## config.mk

```make
export PLATFORM = sky130hd
export DESIGN_NAME = barrel_unshifter
export DESIGN_NICKNAME = d
export VERILOG_FILES = /design/src/rtl/barrel_pkg.sv /design/src/rtl/barrel_unshift_core.sv /design/src/rtl/barrel_unshifter.sv
export SDC_FILE = /design/constraint.sdc
export NUM_CORES = 1
export LEC_CHECK = 0
export CAP_MARGIN = 20
export CORE_ASPECT_RATIO = 0.75
export CORE_MARGIN = 3
export CORE_UTILIZATION = 41
export DETAILED_ROUTE_END_ITERATION = 6
export GPL_TIMING_DRIVEN = 0
export MAX_ROUTING_LAYER = met4
export PLACE_DENSITY = 0.74
export SYNTH_ARGS = -nofsm -noshare
export SYNTH_HDL_FRONTEND = slang
export SYNTH_SLANG_ARGS = --single-unit
```

## constraint.sdc

```tcl
create_clock -name clk -period 1.2 [get_ports clk]
set_input_delay 0.12 -clock clk [delete_from_list [all_inputs] [get_ports clk]]
set_output_delay 0.12 -clock clk [all_outputs]
set_load 0.005 [all_outputs]
```

## src/rtl/barrel_pkg.sv

```systemverilog
// -----------------------------------------------------------------------------
// barrel_pkg
// Definitions shared by the forward barrel shifter and barrel_unshifter.
// Both blocks import this package, so they use the same mode encoding.
//
// Contents:
//   mode_t            2-bit shift/rotate mode
//   MODE_SHL/SHR/ROTL/ROTR
//                     mode encodings (00 shl, 01 shr, 10 rotl, 11 rotr)
//   mode_is_rotate()  1 for the two rotate modes
// -----------------------------------------------------------------------------
package barrel_pkg;

  typedef logic [1:0] mode_t;

  localparam mode_t MODE_SHL  = 2'b00;
  localparam mode_t MODE_SHR  = 2'b01;
  localparam mode_t MODE_ROTL = 2'b10;
  localparam mode_t MODE_ROTR = 2'b11;

  // Rotates lose no bits, so they can never be flagged as inconsistent.
  function automatic logic mode_is_rotate(input mode_t m);
    return m[1];
  endfunction

endpackage

```

## src/rtl/barrel_unshift_core.sv

```systemverilog
// -----------------------------------------------------------------------------
// barrel_unshift_core
// Purely combinational inverse of the N-bit barrel shifter.
// out is the inverse of the original operation:
//   shl -> shr
//   shr -> shl
//   rotl -> rotr
//   rotr -> rotl
// err is set when a bit that the forward shift would have zero-filled is 1.
//
// Parameters:
//   N   data width (power of 2, >= 2)
//   SW  shift-amount width, $clog2(N)
// Ports:
//   d     input  [N-1:0]   shifted/rotated word
//   s     input  [SW-1:0]  original shift amount
//   mode  input  mode_t    original mode
//   out   output [N-1:0]   recovered word
//   err   output           consistency error
// -----------------------------------------------------------------------------
module barrel_unshift_core
  import barrel_pkg::*;
#(
  parameter int N  = 4,
  parameter int SW = $clog2(N)
) (
  input  logic [N-1:0]  d,
  input  logic [SW-1:0] s,
  input  mode_t         mode,
  output logic [N-1:0]  out,
  output logic          err
);

  logic [N-1:0]   ones_s;
  logic [N-1:0]   shr_s;
  logic [N-1:0]   shl_s;
  logic [N-1:0]   low_mask_s;
  logic [N-1:0]   high_mask_s;
  logic [2*N-1:0] dd_s;
  logic [2*N-1:0] rotr_wide_s;
  logic [2*N-1:0] rotl_wide_s;
  logic [N-1:0]   rotr_s;
  logic [N-1:0]   rotl_s;

  assign ones_s = {N{1'b1}};
  assign shr_s  = d >> s;
  assign shl_s  = d << s;

  // Masks of the bit positions the forward shift would have zero-filled.
  // With s = 0 both masks are empty, so err is 0.
  assign low_mask_s  = ~(ones_s << s);
  assign high_mask_s = ~(ones_s >> s);

  // Shifting a doubled word and taking one half gives the rotate without
  // any N-s shift term, so s = 0 passes d through unchanged.
  assign dd_s        = {d, d};
  assign rotr_wide_s = dd_s >> s;
  assign rotl_wide_s = dd_s << s;
  assign rotr_s      = rotr_wide_s[N-1:0];
  assign rotl_s      = rotl_wide_s[2*N-1:N];

  // Select the inverse operation and its error check from the original mode.
  always_comb begin
    out = {N{1'b0}};
    err = 1'b0;
    case (mode)
      MODE_SHL: begin
        out = shr_s;
        err = |(d & low_mask_s);
      end
      MODE_SHR: begin
        out = shl_s;
        err = |(d & high_mask_s);
      end
      MODE_ROTL: begin
        out = rotr_s;
        err = 1'b0;
      end
      MODE_ROTR: begin
        out = rotl_s;
        err = 1'b0;
      end
      default: begin
        out = {N{1'b0}};
        err = 1'b0;
      end
    endcase
    if (mode_is_rotate(mode)) begin
      err = 1'b0;
    end else begin
      err = err;
    end
  end

endmodule

```

## src/rtl/barrel_unshifter.sv

```systemverilog
// -----------------------------------------------------------------------------
// barrel_unshifter
// Streaming inverse of the N-bit barrel shifter.
// Two-stage valid/ready pipeline with full backpressure:
//   S1 registers the input word, shift amount and mode.
//   S2 registers the recovered word and its consistency error.
// Latency is 2 cycles and throughput is 1 word per cycle.
//
// Optional feature (compile-time macro): BARREL_UNSHIFTER_ERRCNT_EN
//   Defined     : err_count is a saturating count of output transfers
//                 with out_err = 1.
//   Not defined : err_count is tied to 0 and no counter flops are built.
//
// Parameters:
//   N          data width (power of 2, >= 2)
//   SW         shift-amount width, derived as $clog2(N)
//   ERR_CNT_W  error counter width
// Ports:
//   clk        input                 rising-edge clock
//   rst_n      input                 async active-low reset
//   in_valid   input                 input word present
//   in_ready   output                input accepted this cycle
//   in_data    input  [N-1:0]        shifted/rotated word
//   in_shift   input  [SW-1:0]       original shift amount
//   in_mode    input  [1:0]          original mode
//   out_valid  output                result present
//   out_ready  input                 downstream accepts result
//   out_data   output [N-1:0]        recovered word
//   out_err    output                consistency error for out_data
//   err_count  output [ERR_CNT_W-1:0] saturating error count
// -----------------------------------------------------------------------------
module barrel_unshifter
  import barrel_pkg::*;
#(
  parameter int N         = 4,
  parameter int SW        = $clog2(N),
  parameter int ERR_CNT_W = 8
) (
  input  logic                 clk,
  input  logic                 rst_n,
  input  logic                 in_valid,
  output logic                 in_ready,
  input  logic [N-1:0]         in_data,
  input  logic [SW-1:0]        in_shift,
  input  logic [1:0]           in_mode,
  output logic                 out_valid,
  input  logic                 out_ready,
  output logic [N-1:0]         out_data,
  output logic                 out_err,
  output logic [ERR_CNT_W-1:0] err_count
);

  logic          s1_v_r;
  logic [N-1:0]  s1_data_r;
  logic [SW-1:0] s1_shift_r;
  mode_t         s1_mode_r;

  logic          out_valid_r;
  logic [N-1:0]  out_data_r;
  logic          out_err_r;

  logic          s2_load_s;
  logic          in_fire_s;
  logic          out_fire_s;
  logic [N-1:0]  core_out_s;
  logic          core_err_s;

  // S2 can take a word when it is empty or its word leaves this cycle.
  // in_ready depends only on state and out_ready, never on in_valid.
  assign s2_load_s  = !out_valid_r || out_ready;
  assign in_ready   = !s1_v_r || s2_load_s;
  assign in_fire_s  = in_valid && in_ready;
  assign out_fire_s = out_valid_r && out_ready;

  // S1 register: load on an input transfer, clear when the word moves on,
  // hold while S2 is stalled.
  always_ff @(posedge clk or negedge rst_n) begin
    if (!rst_n) begin
      s1_v_r     <= 1'b0;
      s1_data_r  <= {N{1'b0}};
      s1_shift_r <= {SW{1'b0}};
      s1_mode_r  <= MODE_SHL;
    end else if (in_fire_s) begin
      s1_v_r     <= 1'b1;
      s1_data_r  <= in_data;
      s1_shift_r <= in_shift;
      s1_mode_r  <= mode_t'(in_mode);
    end else if (s2_load_s) begin
      s1_v_r     <= 1'b0;
    end else begin
      s1_v_r     <= s1_v_r;
    end
  end

  barrel_unshift_core #(
    .N  (N),
    .SW (SW)
  ) u_core (
    .d    (s1_data_r),
    .s    (s1_shift_r),
    .mode (s1_mode_r),
    .out  (core_out_s),
    .err  (core_err_s)
  );

  // S2 register: capture the inverse result when S2 can load, else hold.
  // The data registers change only when a new word actually arrives.
  always_ff @(posedge clk or negedge rst_n) begin
    if (!rst_n) begin
      out_valid_r <= 1'b0;
      out_data_r  <= {N{1'b0}};
      out_err_r   <= 1'b0;
    end else if (s2_load_s) begin
      out_valid_r <= s1_v_r;
      if (s1_v_r) begin
        out_data_r <= core_out_s;
        out_err_r  <= core_err_s;
      end else begin
        out_data_r <= out_data_r;
        out_err_r  <= out_err_r;
      end
    end else begin
      out_valid_r <= out_valid_r;
    end
  end

  assign out_valid = out_valid_r;
  assign out_data  = out_data_r;
  assign out_err   = out_err_r;

`ifdef BARREL_UNSHIFTER_ERRCNT_EN
  logic [ERR_CNT_W-1:0] err_count_r;

  // Saturating count of erroring words as they leave the block.
  always_ff @(posedge clk or negedge rst_n) begin
    if (!rst_n) begin
      err_count_r <= {ERR_CNT_W{1'b0}};
    end else if (out_fire_s && out_err_r && (err_count_r != {ERR_CNT_W{1'b1}})) begin
      err_count_r <= err_count_r + {{(ERR_CNT_W-1){1'b0}}, 1'b1};
    end else begin
      err_count_r <= err_count_r;
    end
  end

  assign err_count = err_count_r;
`else
  logic unused_fire_s;
  assign unused_fire_s = out_fire_s;
  assign err_count     = {ERR_CNT_W{1'b0}};
`endif

endmodule

```

==> key figures, run 1 <==
Placement
  – Final Wtd Congestion: a little under 0.9
  – IO Port Bufs: 18
  – Placed cell areas: 1150 µm²
  – Detail Placement HPWL: roughly 1500 µm

Floorplanning
  – Cell Rows: 14
  – Initial cell density of the core: 0.442
  – Die area: 2840 µm²
  – Die X: 60.5 µm
  – Chip height: roughly 47 µm
  – IO Count: 27
  – Area of the core: 2070 µm²

Routing
  – Final wirelength: 2420 µm
  – WL/cell: 15.4 µm
  – First-pass iteration count of the detailed router: 4
  – Antenna viol nets, final: 0
  – Avg Vias per Cell: 5.30
  – DR DRC count: 0
  – Via Count: 832
  – DRT iter0 DRCs: 24

Clocking
  – Clock transition at path regs: between 100 and 150 ps
  – Post-CTS Hold Buffers: 0
  – CTS tree: built
  – TritonCTS Buffers: 3
  – Clk sinks: 15
  – H-Tree Depth: 1
  – Root Driver: clkbuf_4
  – Longest Clk Path Bufs: 2
  – Skew-Pair Late Insertion Delay: approximately 300 ps

Synth
  – Number of synthesized flops with an enable pin: 0
  – Prevailing post-synth register cell: dfrtp_1
  – FF+latch count, synth: 15
  – Post-synth top area share: 0.410
  – Commonest cells in the netlist: 15 x dfrtp_1, 9 x buf_4, 7 x a21oi_1
  – Async SR Flop Fraction: 1.00
  – Synth unique cells: 33
  – Synth area leaders: dfrtp_1 41%, buf_4 7.4%, mux2_2 7.4%
  – Post-Synthesis Cell Area: 915 µm²
  – Syn avg cell area: 9.73 µm²
  – Synth warnings: 0
  – Area leader, netlist: dfrtp_1
  – Most common cell in the netlist: dfrtp_1
  – Sequential area share after synthesis: 0.410
  – Syn Inst Count: 94

Cells and area
  – Final net count: 146
  – Share of layout cells above drive strength 1: 0.444
  – Cell area after layout: 1370 µm²
  – Area Overhead vs Synth: 49.8%
  – Diodes inserted: 0

Timing
  – Clk_skew: 6.47 ps
  – Max-slew headroom: 0.523
  – Tmin final: 1290 ps
  – Unrepaired setup endpoints after global routing: true
  – FMAX: 776 MHz
  – Setup Viol. Count Final: 12
  – Final period utilization: 1.07
  – Fin. Hold Viols: 0
  – Setup WS post-layout: -88.6 ps
  – Least-Margin Pin Slew: 713 ps
  – Final Max Tran Viols: 0
  – Worst hold margin: 238 ps

GRT
  – Gr busiest metal: met2
  – First-pass GRT wire length: 3420 µm
  – Number of global-route vias before repair: 755
  – Largest net degree at the start of global routing: 16
  – Gr ovfl total: 0
  – Initial antenna violation count: 0
  – Met1 usage: 0.206
  – GR Layer Usage met3: 0.0604
  – Met2 usage: 0.284
  – GRT Total Usage: 0.170

Setup path
  – WP data arrival: 1480 ps
  – Critical-path cell list: buf_4 > nand3b_1 > buf_6 > nand2_8 > mux2_4
  – Crit path launch type: register
  – Max stage delay cell, worst path: dfrtp_1
  – R2R Setup Slk: -90 ps
  – Crit path kind: reg -> reg
  – Crit end category: register
  – Largest stage delay on the critical path: around 400 ps
  – CP max FO: 8
  – Worst Path Required: 1390 ps

Status
  – Outcome: finished, violations left
  – Violated checks: negative setup slack

Worst hold path
  – Worst hold path class: in -> async

Power
  – Pwr Density: 1300 nW/µm²
  – Leakage: 0.633 nW
  – Peak supply drop: 0.000855 V

Flow run
  – Maximum capacitance violations: 0
cells by family after synthesis:
logic type | Yosys count | share of synthesized area
other | 1 | 0.00410
muxes | 10 | 0.120
AOI/OAI and AO/OA | 24 | 0.179
DFF | 15 | 0.410
buffers and inverters | 15 | 0.116
and+or+nand+nor | 29 | 0.170
state kept, by name, summed over array words and instances (netlist names):
register and count:
s1_shift_r 2, out_err 1, out_data 4, s1_mode_r 2
s1_data_r 4, out_valid 1, s1_v_r 1
worst paths after layout:
check / endpoint / cells after the start / from
max: s1_data_r[1] / 5 / out_valid
min: out_valid / 1 / rst_n
max reg2reg: s1_data_r[1] / 5 / out_valid
min reg2reg: out_err / 1 / out_err
max in group asynchronous: s1_data_r[1] / 1 / rst_n
min in group clk: s1_shift_r[0] / 2 / in_shift[0]
area by class of cell:
| type | instances | area [µm²] |
|---|---|---|
| timing repair buffer | 29 | 258 |
| buffer | 11 | 90.1 |
| fill | 161 | 697 |
| tap | 24 | 30.0 |
| clock inverter | 1 | 7.51 |
| multi-input combinational | 71 | 569 |
| clock buffer | 3 | 22.5 |
| sequential | 15 | 382 |
| inverter | 3 | 11.3 |
worst max-delay path: cells and delay by family (launching register included):
kind / cells / cell delay (ps)
buffers and inverters: 2 / 270
flip-flops: 1 / 390
multiplexers: 1 / 320
AND/OR/NAND/NOR: 2 / 190
power by group:
part	leakage [nW]	total (W)	internal (W)	switching [W]
Clock	0.0139	0.000321	0.000127	0.000194
Combinational	0.449	0.000732	0.000421	0.000310
Sequential	0.169	0.000727	0.000606	0.000121
through the flow:
stage	TNS, ps	setup WS [ps]	utilization	instances	total power [W]
after CTS	-631	-79.5	0.621	154	0.00166
after global placement	-2870	-295	0.557	143	0.00126
final	-845	-88.6	0.663	157	0.00178
after floorplan	0	28.5	-	101	0.00103
after global routing	-1560	-149	0.663	157	0.00188
after detailed placement	-3100	-265	0.557	143	0.00127
what timing repair did:
action                     4_1_cts  5_1_grt
pin swaps                        5        7
resized for setup               22       27
cloned                           0        1
setup buffers                    8        2
setup endpoints to repair       20       15
layer usage:
| layer | share of wire | vias to the layer above |
|---|---|---|
| met3 | 0.075 | 2 |
| met5 | 0 | - |
| met4 | 0.0054 | 0 |
| met1 | 0.44 | 394 |
| li1 | - | 399 |
| met2 | 0.47 | 37 |
cell usage in the layout (no fill, tap or decap), types with 4 or more instances in the layout:
cell,netlist,final
buf_4,9,17
clkdlybuf4s50_1,0,11
dfrtp_1,15,10
mux2_4,0,8
conb_1,1,8
buf_6,2,5
nand2_1,6,5
dlygate4sd2_1,0,5
dfrtp_2,0,5
nor2_1,5,4
a21oi_1,7,4
Power figures use the tool's default switching activity.
==> run 2, diff against run 1 <==
Settings changed: CORE_ASPECT_RATIO 0.75 to unset, CORE_UTILIZATION 41 to 46, PLACE_DENSITY 0.74 to 0.78.
Clock period 1.2 ns to 1.45 ns, I/O delays scaled along.
==> key figures, run 2 (same netlist as run 1, synthesis figures left out) <==
Timing
  – Least-Margin Pin Slew: 703 ps (-10.5 ps)
  – Fin. Hold Viols: 0 (unchanged)
  – Setup WS post-layout: 79.4 ps (+168 ps)
  – Worst hold margin: 277 ps (+38.4 ps)
  – Clk_skew: 4.15 ps (-2.32 ps)
  – Setup Viol. Count Final: 0 (-12)
  – Final Max Tran Viols: 0 (unchanged)
  – Unrepaired setup endpoints after global routing: false
  – Tmin final: 1370 ps (+82.0 ps)
  – Max-slew headroom: 0.530 (+0.00705)
  – FMAX: 730 MHz (-6.0%)
  – Final period utilization: 0.945 (-0.129)

GRT
  – Number of global-route vias before repair: 721 (-4.5%)
  – Initial antenna violation count: 0 (unchanged)
  – First-pass GRT wire length: 3380 µm (-1.0%)
  – GRT Total Usage: 0.178 (+0.00753)
  – Largest net degree at the start of global routing: 16 (unchanged)
  – Gr ovfl total: 0 (unchanged)

Clocking
  – H-Tree Depth: 1 (unchanged)
  – Longest Clk Path Bufs: 2 (unchanged)
  – Clock transition at path regs: 90 ps (-20 ps)
  – TritonCTS Buffers: 3 (unchanged)
  – Root Driver: clkbuf_4
  – CTS tree: built
  – Skew-Pair Late Insertion Delay: 280 ps (-20 ps)
  – Post-CTS Hold Buffers: 0 (unchanged)
  – Clk sinks: 15 (unchanged)

Setup path
  – Crit path kind: reg -> reg
  – Reg2Reg Depth: 4 (-1)
  – Worst Path Required: 1670 ps (+280 ps)
  – Critical path depth: 4 (-1)
  – Crit end category: register
  – Critical path origin: s1_mode_r[1]
  – Critical-path cell list: and3_1 > o21ai_1 > a211oi_1 > a211o_1
  – Crit path to: out_data[0]
  – Max stage delay cell, worst path: dfrtp_1
  – CP max FO: 8 (unchanged)
  – R2R Setup Slk: 80 ps (+170 ps)
  – Crit path launch type: register
  – Worst r2r src: s1_mode_r[1]
  – Crit-path leading delay family: compound AO/OA/AOI/OAI gates
  – R2R Path End: out_data[0]
  – WP data arrival: 1590 ps (+110 ps)
  – Buf/Inv on CP: 0 (-2)
  – Largest stage delay on the critical path: 510 ps (+120 ps)

Cells and area
  – Final net count: 138 (-5.5%)
  – Share of layout cells above drive strength 1: 0.224 (-0.220)
  – Commonest non-fill, non-tap cell in the layout: clkdlybuf4s50_1
  – Most frequent cells in the layout: 17 x clkdlybuf4s50_1, 15 x dfrtp_1, 11 x buf_4
  – Area Overhead vs Synth: 30.4%
  – Diodes inserted: 0 (unchanged)

Power
  – Switching Share: 0.325 (-0.0265)
  – Internal power: 0.000878 W (-24%)
  – Clk pwr share: 0.183 (+0.003)
  – Logic gate share of total power: 0.374 (-0.037)
  – Seq pwr share: 0.443 (+0.034)
  – Leakage: 0.526 nW (-17%)
  – Switching power: 0.000422 W (-32%)
  – Pwr Density: 1090 nW/µm² (-16%)
  – Total power: 0.00130 W (-27%)
  – Peak supply drop: 0.000666 V (-22%)

Floorplanning
  – Initial cell density of the core: 0.508 (+0.0651)
  – Chip height: 50.6 µm (+7.9%)
  – IO Count: 27 (unchanged)
  – Die area: 2560 µm² (-9.9%)
  – Die X: 50.6 µm (-16%)
  – Area of the core: 1800 µm² (-13%)
  – Cell Rows: 15 (+1)

Placement
  – Detail Placement HPWL: 1510 µm (+2.8%)
  – IO Port Bufs: 18 (unchanged)
  – Final Wtd Congestion: 0.902 (+2.6%)
  – Dpl ws: -67.1 ps (+198 ps)

Routing
  – DRT iter0 DRCs: 43 (+79%)
  – Via Count: 813 (-2.3%)
  – DR DRC count: 0 (unchanged)
  – Avg Vias per Cell: 5.42 (+2.3%)
  – First-pass iteration count of the detailed router: 4 (unchanged)
  – Antenna viol nets, final: 0 (unchanged)
  – WL/cell: 13.8 µm (-11%)
  – Final wirelength: 2060 µm (-15%)

Worst hold path
  – Worst hold path class: in -> async

Flow run
  – Maximum capacitance violations: 0 (unchanged)

Status
  – Outcome: finished, final reports clean
==> run 2: changes by cell type in the layout (fill, tap and decap cells not counted), moves of 4 or more <==
cell             before  now
dlygate4sd2_1         5    1
buf_4                17   11
dfrtp_1              10   15
clkdlybuf4s50_1      11   17
mux2_4                8    0
dfrtp_2               5    0
mux2_2                0    6
==> run 2: how the worst min path moves through the flow <==
stage	slack [ps]	cells past startpoint	to	startpoint
global placement	490	1	out_data[0]	out_data[0]
CTS	300	1	out_data[1]	rst_n
floorplan	-150	0	out_data[0]	rst_n
global route	320	1	out_valid	rst_n
detailed placement	490	1	out_err	out_err
finish	280	1	out_data[1]	rst_n
==> run 2: layout make-up <==
type,count,area (µm²)
clock buffer,4,26.3
inverter,3,11.3
buffer,12,95.1
fill,155,609
tap,25,31.3
multi-input combinational,71,459
sequential,15,375
timing repair buffer,20,194
==> run 2: power by group through the flow <==
stage                     Sequential, W  Clock, W  Combinational, W
final                          0.000575  0.000238          0.000487
after global routing           0.000587  0.000260          0.000532
after CTS                      0.000574  0.000244          0.000486
after detailed placement       0.000584         0          0.000476
after global placement         0.000579         0          0.000457
after floorplan                0.000570         0          0.000286
==> run 2: metrics by stage <==
stage	cell area [µm²]	setup TNS, ps	util	std cells
CTS	1190	0	0.662	150
finish	1190	0	0.662	150
global route	1190	0	0.662	150
floorplan	941	0	-	101
global placement	1150	-5.71	0.640	144
detailed placement	1150	-311	0.640	144
==> run 2: metal layers <==
metal / vias up / share of wire / GRT usage / routed length [µm]
li1: 384 / - / - / -
met1: 374 / 0.44 / 0.223 / 901
met2: 45 / 0.48 / 0.285 / 980
met3: 10 / 0.071 / 0.0415 / 146
met4: 0 / 0.017 / 0.0538 / 36
met5: - / 0 / - / 0
==> run 2: timing repair <==
item,CTS,global route
setup endpoints to repair,1,0
setup buffers,2,0
endpoints found under the hold margin,0,0
resized for setup,1,0
